$ cat src/rtl/prl_rx_msg_ctrl.sv
// Protocol-layer receive control: GoodCRC handshake, per-SOP duplicate filter, one-entry delivery buffer.
// Define PRL_RX_DUP_CHECK_EN to build the stored-MessageID table and duplicate filtering.
module prl_rx_msg_ctrl #(
    parameter logic [7:0] GOODCRC_TO_CYC = 8'd200
) (
    input  logic       clk,
    input  logic       rst,
    input  logic       prl_rx_parser_message_req,
    input  logic [1:0] prl_rx_parser_message_type,
    input  logic [2:0] prl_rx_parser_sop_type,
    input  logic [4:0] prl_rx_parser_header_type,
    input  logic [2:0] prl_rx_parser_message_id,
    input  logic       prl_rx_ctrl_clear,
    output logic       prl_rx_goodcrc_req,
    output logic [2:0] prl_rx_goodcrc_sop_type,
    output logic [2:0] prl_rx_goodcrc_message_id,
    input  logic       prl_tx_goodcrc_done,
    input  logic       prl_tx_goodcrc_fail,
    output logic       prl_rx_msg_valid,
    output logic [1:0] prl_rx_msg_type,
    output logic [4:0] prl_rx_msg_header_type,
    output logic [2:0] prl_rx_msg_sop_type,
    input  logic       pe_rx_msg_ack,
    output logic       prl_rx_msg_dropped,
    output logic       prl_rx_msg_overrun,
    output logic       prl_rx_soft_reset_det
);
    typedef enum logic [1:0] {IDLE, CHECK, GC_REQ, COMMIT} state_t;

    state_t     state, state_nxt;
    logic [2:0] cap_sop;
    logic [1:0] cap_type;
    logic [4:0] cap_hdr;
    logic [2:0] cap_id;
    logic [7:0] to_cnt;
    logic       non_sop, is_soft_reset, is_dup, to_hit;
    logic       drop_nxt, ovr_nxt, sr_nxt, load_buf;

    assign non_sop       = cap_sop >= 3'd3;
    assign is_soft_reset = (cap_type == 2'd0) && (cap_hdr == 5'h0D);
    assign to_hit        = to_cnt == (GOODCRC_TO_CYC - 8'd1);

`ifdef PRL_RX_DUP_CHECK_EN
    logic [2:0] tbl_vld;
    logic [2:0] tbl_id [3];
    logic       sel_vld;
    logic [2:0] sel_id;

    always_comb begin
        sel_vld = 1'b0;
        sel_id  = 3'd0;
        for (int i = 0; i < 3; i++) begin
            if (cap_sop == 3'(i)) begin
                sel_vld = tbl_vld[i];
                sel_id  = tbl_id[i];
            end
        end
    end

    // Soft_Reset always resynchronises MessageIDs, so it is never treated as a repeat
    assign is_dup = sel_vld && (sel_id == cap_id) && !is_soft_reset;

    always_ff @(posedge clk) begin
        if (rst) begin
            tbl_vld <= '0;
            for (int i = 0; i < 3; i++) tbl_id[i] <= 3'd0;
        end else if (prl_rx_ctrl_clear) begin
            tbl_vld <= '0;
        end else if (state == CHECK && non_sop) begin
            tbl_vld <= '0;
        end else if (state == COMMIT && !is_dup) begin
            for (int i = 0; i < 3; i++) begin
                if (cap_sop == 3'(i)) begin
                    tbl_vld[i] <= 1'b1;
                    tbl_id[i]  <= cap_id;
                end else if (is_soft_reset) begin
                    tbl_vld[i] <= 1'b0;
                end
            end
        end
    end
`else
    assign is_dup = 1'b0;
`endif

    always_ff @(posedge clk) begin
        if (rst) state <= IDLE;
        else     state <= state_nxt;
    end

    always_comb begin
        state_nxt = state;
        case (state)
            IDLE:    if (prl_rx_parser_message_req) state_nxt = CHECK;
            CHECK:   state_nxt = non_sop ? IDLE : GC_REQ;
            GC_REQ: begin
                if (prl_tx_goodcrc_done) state_nxt = COMMIT;
                else if (prl_tx_goodcrc_fail || to_hit) state_nxt = IDLE;
            end
            COMMIT:  state_nxt = IDLE;
            default: state_nxt = IDLE;
        endcase
        if (prl_rx_ctrl_clear) state_nxt = IDLE;
    end

    always_comb begin
        prl_rx_goodcrc_req        = (state == GC_REQ);
        prl_rx_goodcrc_sop_type   = prl_rx_goodcrc_req ? cap_sop : 3'd0;
        prl_rx_goodcrc_message_id = prl_rx_goodcrc_req ? cap_id : 3'd0;
        drop_nxt = 1'b0;
        sr_nxt   = 1'b0;
        load_buf = 1'b0;
        ovr_nxt  = prl_rx_parser_message_req && (state != IDLE);
        case (state)
            CHECK:  drop_nxt = non_sop;
            GC_REQ: drop_nxt = !prl_tx_goodcrc_done && (prl_tx_goodcrc_fail || to_hit);
            COMMIT: begin
                drop_nxt = is_dup;
                load_buf = !is_dup;
                sr_nxt   = !is_dup && is_soft_reset;
            end
            default: ;
        endcase
        if (load_buf && prl_rx_msg_valid && !pe_rx_msg_ack) ovr_nxt = 1'b1;
        if (prl_rx_ctrl_clear) begin
            drop_nxt = 1'b0;
            ovr_nxt  = 1'b0;
            sr_nxt   = 1'b0;
            load_buf = 1'b0;
        end
    end

    always_ff @(posedge clk) begin
        if (rst) begin
            cap_sop  <= 3'd0;
            cap_type <= 2'd0;
            cap_hdr  <= 5'd0;
            cap_id   <= 3'd0;
            to_cnt   <= 8'd0;
        end else begin
            if (state == IDLE && prl_rx_parser_message_req && !prl_rx_ctrl_clear) begin
                cap_sop  <= prl_rx_parser_sop_type;
                cap_type <= prl_rx_parser_message_type;
                cap_hdr  <= prl_rx_parser_header_type;
                cap_id   <= prl_rx_parser_message_id;
            end
            if (state == CHECK)       to_cnt <= 8'd0;
            else if (state == GC_REQ) to_cnt <= to_cnt + 8'd1;
        end
    end

    // Delivery buffer: a new load always wins over a same-cycle ack
    always_ff @(posedge clk) begin
        if (rst) begin
            prl_rx_msg_valid       <= 1'b0;
            prl_rx_msg_type        <= 2'd0;
            prl_rx_msg_header_type <= 5'd0;
            prl_rx_msg_sop_type    <= 3'd0;
        end else if (prl_rx_ctrl_clear) begin
            prl_rx_msg_valid <= 1'b0;
        end else if (load_buf) begin
            prl_rx_msg_valid       <= 1'b1;
            prl_rx_msg_type        <= cap_type;
            prl_rx_msg_header_type <= cap_hdr;
            prl_rx_msg_sop_type    <= cap_sop;
        end else if (pe_rx_msg_ack) begin
            prl_rx_msg_valid <= 1'b0;
        end
    end

    always_ff @(posedge clk) begin
        if (rst) begin
            prl_rx_msg_dropped    <= 1'b0;
            prl_rx_msg_overrun    <= 1'b0;
            prl_rx_soft_reset_det <= 1'b0;
        end else begin
            prl_rx_msg_dropped    <= drop_nxt;
            prl_rx_msg_overrun    <= ovr_nxt;
            prl_rx_soft_reset_det <= sr_nxt;
        end
    end
endmodule

$ cat config.mk
export PLATFORM = sky130hd
export DESIGN_NAME = prl_rx_msg_ctrl
export DESIGN_NICKNAME = d
export VERILOG_FILES = /design/src/rtl/prl_rx_msg_ctrl.sv
export SDC_FILE = /design/constraint.sdc
export NUM_CORES = 1
export LEC_CHECK = 0
export CORE_ASPECT_RATIO = 1.2
export CORE_MARGIN = 3
export CORE_UTILIZATION = 39
export CTS_CLUSTER_DIAMETER = 80
export DETAILED_ROUTE_END_ITERATION = 16
export PLACE_DENSITY = 0.67
export SYNTH_ARGS = -nofsm -noshare
export SYNTH_HDL_FRONTEND = slang
export SYNTH_SLANG_ARGS = --single-unit
$ cat constraint.sdc
create_clock -name clk -period 2.4 [get_ports clk]
set_clock_uncertainty 0.2 [all_clocks]
set_input_delay 0.48 -clock clk [delete_from_list [all_inputs] [get_ports clk]]
set_output_delay 0.48 -clock clk [all_outputs]
set_load 0.02 [all_outputs]
* Word-level counts from Yosys, hierarchy flattened
Cells that the tools add are included.
** Storage, ports and cells
- Flip-flop bits (word level) :: 37
- Output and inout bits :: 21
- Logic and storage cells :: 57
** Cells by class
- $add $sub $neg :: 1
- Magnitude comparators :: 1
- Eq/ne operators :: 7
- Mux-type cells :: 13
- Bitwise operators :: 2
- Reductions and logical operators :: 20
** Operators with widths (count)
- $add 8x1->8 const B :: 1
- $eq 8x8->1 const B :: 1
- $mux 2 :: 4
- $pmux 2 s4 :: 1
- $logic_and 1x1->1 :: 7
- $mux 3 :: 2
- $eq 5x4->1 const B :: 1
- $mux 1 :: 5
- $eq 2x2->1 const B :: 2
- $logic_not 2->1 :: 2
- $reduce_and 2->1 :: 2
- $reduce_bool 2->1 :: 2
- $reduce_or 2->1 :: 2
- $ge 3x2->1 const B :: 1
- $logic_not 1->1 :: 3
- $ne 3x1->1 const B :: 1
- $reduce_or 3->1 :: 1
- $eq 2x1->1 const B :: 1
- $ne 2x2->1 const B :: 1
- $not 1->1 :: 2
- $pmux 1 s2 :: 1
- $logic_or 1x1->1 :: 1

* Depth between registers and ports, before layout
- Word-level depth :: 5
- Depth in mapped cells :: 6
- Depth with buffers taken out :: 6

* Least setup slack after synthesis
OpenSTA, ideal clock, no wires.
- Path type :: reg-to-output
- Start :: register state[0]
- End :: output prl_rx_goodcrc_message_id[1]
- Data arrival time :: 1.253 ns
- Required time :: 1.720 ns
- Setup slack :: 0.467 ns
- Stages on the path, launching flop included :: 5
- Cell sequence :: dfxtp_1 inv_1 ha_1 buf_2 and2_1
** On the way
- Cells in the longest elaborated chain, start to end :: 2
** RTL lines
- start, declared :: RTL line 30 : state_t state, state_nxt;
- start signal, assigned :: RTL line 88 : else state <= state_nxt;
- $eq 2x2->1 :: RTL line 107 : prl_rx_goodcrc_req = (state == GC_REQ);
- via prl_rx_goodcrc_req :: RTL line 14 : output logic prl_rx_goodcrc_req,
- $mux 3 :: RTL line 109 : prl_rx_goodcrc_message_id = prl_rx_goodcrc_req ? cap_id : 3'd0;
- end, declared :: RTL line 16 : output logic [2:0] prl_rx_goodcrc_message_id,
The timed path passes the listed nets, and every way through them passes these cells.

* Worst setup path after layout
- Start :: register state[0]
- End :: output prl_rx_goodcrc_req
** On the way
- Cells in the longest elaborated chain, start to end :: 1
** RTL lines (RTL line)
- $eq 2x2->1 :: 107
- end, declared :: 14
Every way passes these cells.

==> summary.txt <==
Die
  – Die X: 63.35 um
  – Boundary Pins: 41
  – Core area: 3724 um2
  – Cell Rows: 24
  – Chip height: 74.82 um
  – Initial Util: 41.33%
  – DIE AREA: 4739 um2

Place
  – RD Place Congestion: 0.8660
  – DP Wirelength: 2525 um
  – Port bufs: 40
  – Placed Area: 2012 um2

Detailed routing
  – Met2 Routed Length: 1677 um
  – Iter 0 DRT Violations: 37
  – Vias: 1359
  – Uppermost routed layer: met4
  – Metal3 WL: 135 um
  – Final WL: 3438 um
  – Vias per cell: 4.819
  – Remaining DRCs: 0
  – Per-cell routed wire length: 12.19 um
  – Drt pass-1 iters: 4
  – Routed Antenna Nets: 0
  – M1 WL: 1571 um

STA
  – Final Hold Vio Count: 0
  – Tmin final: 2.304 ns
  – Setup TNS: 0 ns
  – Fin Hold WS: 0.2525 ns
  – Slew HR: 63.65%
  – Slew Viols, Final: 0
  – Fmax: 434.0 MHz
  – Final setup violation count: 0
  – Worst-Margin Slew: 0.5436 ns
  – Period utilisation layout: 96.00%
  – RSZ-0062 raised after global routing: no

Clocking
  – Root Driver: clkbuf_8
  – CTS Buf Count: 5
  – Worst-path clk slew: 0.07 ns
  – Clk_lat worst skew: 0.28 ns
  – CTS tree: done
  – Post_cts resized: 7
  – # clock sinks: 37
  – Hold buffer count at cts: 0
  – H-tree Lvls: 2
  – CTS Buffer Depth: 2
  – Post-CTS Repair Setup Buffers: 0

Critical path
  – Worst Path Required: 1.72 ns
  – Reg2Reg Launch Point: state[0]$_SDFFE_PP0P_
  – Kind of critical path: reg2out
  – Worst Setup End Kind: output pin
  – Setup crit start kind: register
  – Worst path arrival time: 1.62 ns
  – CP Launch Point: state[0]$_SDFFE_PP0P_
  – CP Max Fanout: 8

Final layout
  – ANT cells: 0
  – Final Util: 57.02%
  – Fin area: 2123 um2
  – Area grow syn2layout: 37.97%
  – Commonest non-fill, non-tap cell in the layout: nand2_1
  – Nets: 254
  – Layout cells sized above 1: 7.391%
  – Commonest non-fill, non-tap cells in the layout: nand2_1 (50), dfxtp_1 (37), clkdlybuf4s50_1 (34), a21oi_1 (29), nor2_1 (7)

Synthesis
  – Ys flop type: dfxtp_1
  – Largest family of logic cells by synthesized area: simple AND/OR/NAND/NOR gates
  – Area contributors post-synth: dfxtp_1 (48%), nand2_1 (12%), a21oi_1 (9.4%)
  – Seq/Total Area, Yosys: 48.13%
  – Number of flops mapped to enable cells by yosys: 0
  – Post-synthesis xor/xnor area fraction: 2.846%
  – Post-synthesis mux area share: 0.6504%
  – Synthesized area per cell: 8.319 um2
  – Async set-or-reset flop fraction in the synthesized netlist: 0%
  – Yosys cell types: 32
  – Post-synthesis adder-cell area fraction: 4.065%
  – Synthesis-stage register bit count: 37
  – Top cell type's share of synthesized area: 48.13%
  – Cell taking the most area after synthesis: dfxtp_1
  – Warnings, synthesis: 0
  – Compound-cell area share of the yosys netlist: 14.23%
  – Mapped Nets: 210
  – Gate Count Post-Synth: 185
  – Simple-Gate Fraction of Synth Area: 26.91%
  – Synth Cell Area: 1539 um2

Global routing
  – Tot GR Track Use: 15.27%
  – Vias in the first global route: 1250
  – Largest net degree at the start of global routing: 16
  – Initial antenna violation count: 0
  – Grt ovf: 0
  – First-pass GRT wire length: 5568 um

Flow run
  – Max_cap viols: 0

Worst hold path
  – Min-delay src: prl_rx_msg_sop_type[2]$_SDFFE_PP0P_
  – Hold Path Class: reg2reg

Power and ir drop
  – VDD IR-drop max: 0.3721 mV
  – Power Density: 599.3 nW/um2
  – P_leak: 0.7918 nW

Run status
  – Outcome: finished clean
==> layer usage <==
layer / vias up / global-route usage, %
met2: 27 / 25.87
met3: 4 / 4.179
met5: - / 0
met4: 0 / 7.434
met1: 624 / 18.07
li1: 704 / -
==> cell families after synthesis <==
logic type               after synthesis
XOR/XNOR                               5
adder cells (fa/ha/maj)                5
multiplexers                           1
flip-flops                            37
AO/OA/AOI/OAI                         39
buffers and inverters                 12
AND/OR/NAND/NOR                       86
==> worst paths after layout <==
| path | endpoint | slack, ns | cells past startpoint |
|---|---|---|---|
| min | prl_rx_msg_sop_type[2]$_SDFFE_PP0P_ | 0.25 | 2 |
| min reg2reg | prl_rx_msg_sop_type[2]$_SDFFE_PP0P_ | 0.25 | 2 |
| max | prl_rx_goodcrc_req | 0.1 | 3 |
| max reg2reg | to_cnt[5]$_SDFFE_PP0N_ | 0.49 | 6 |
==> critical path, cell delays in order (launching register included) <==
cell             delay [ns]
dfxtp_1                0.33
inv_1                  0.11
ha_2                   0.26
clkdlybuf4s50_1        0.65
==> Yosys cell counts (3+ instances only) <==
library cell and instances:
nand2_1 50, dfxtp_1 37, a21oi_1 29, nor2_1 7
and2_1 6, ha_1 5, clkbuf_1 4, nor2b_1 4
xor2_1 4, buf_2 3, inv_1 3, nand4_1 3
o21ai_0 3, or3_1 3
==> metrics by stage <==
| step | setup slack, ns | total power [mW] | cells |
|---|---|---|---|
| final | 0.09597 | 1.273 | 282 |
| after global routing | 0.01828 | 1.329 | 282 |
| after detailed placement | 0.2181 | 0.7386 | 274 |
| after global placement | 0.2583 | 0.7375 | 274 |
| after CTS | 0.05304 | 1.289 | 282 |
| after floorplan | 0.4669 | 0.6886 | 185 |
==> registers in the layout (all words and copies together) (netlist names), 2 cells and up <==
register                flops
cap_sop                     3
cap_id                      3
prl_rx_msg_sop_type         3
state                       2
cap_hdr                     5
prl_rx_msg_header_type      5
prl_rx_msg_type             2
cap_type                    2
to_cnt                      8
==> where the power goes <==
part / total [mW] / switching, mW / internal (mW) / leakage [nW]
Sequential: 0.634 / 0.00838 / 0.625 / 0.300
Combinational: 0.0910 / 0.0428 / 0.0482 / 0.434
Clock: 0.548 / 0.209 / 0.339 / 0.0585
==> area by class of cell <==
cell class | count | area [um2]
repair buffers | 46 | 437.9
inverters | 3 | 11.26
clock inverters | 1 | 30.03
multi-input cells | 136 | 752.0
fillers | 387 | 1600
flip-flops and latches | 37 | 740.7
well taps | 52 | 65.06
clock buffers | 7 | 86.33
No activity file was read; power rests on OpenSTA's default activity.
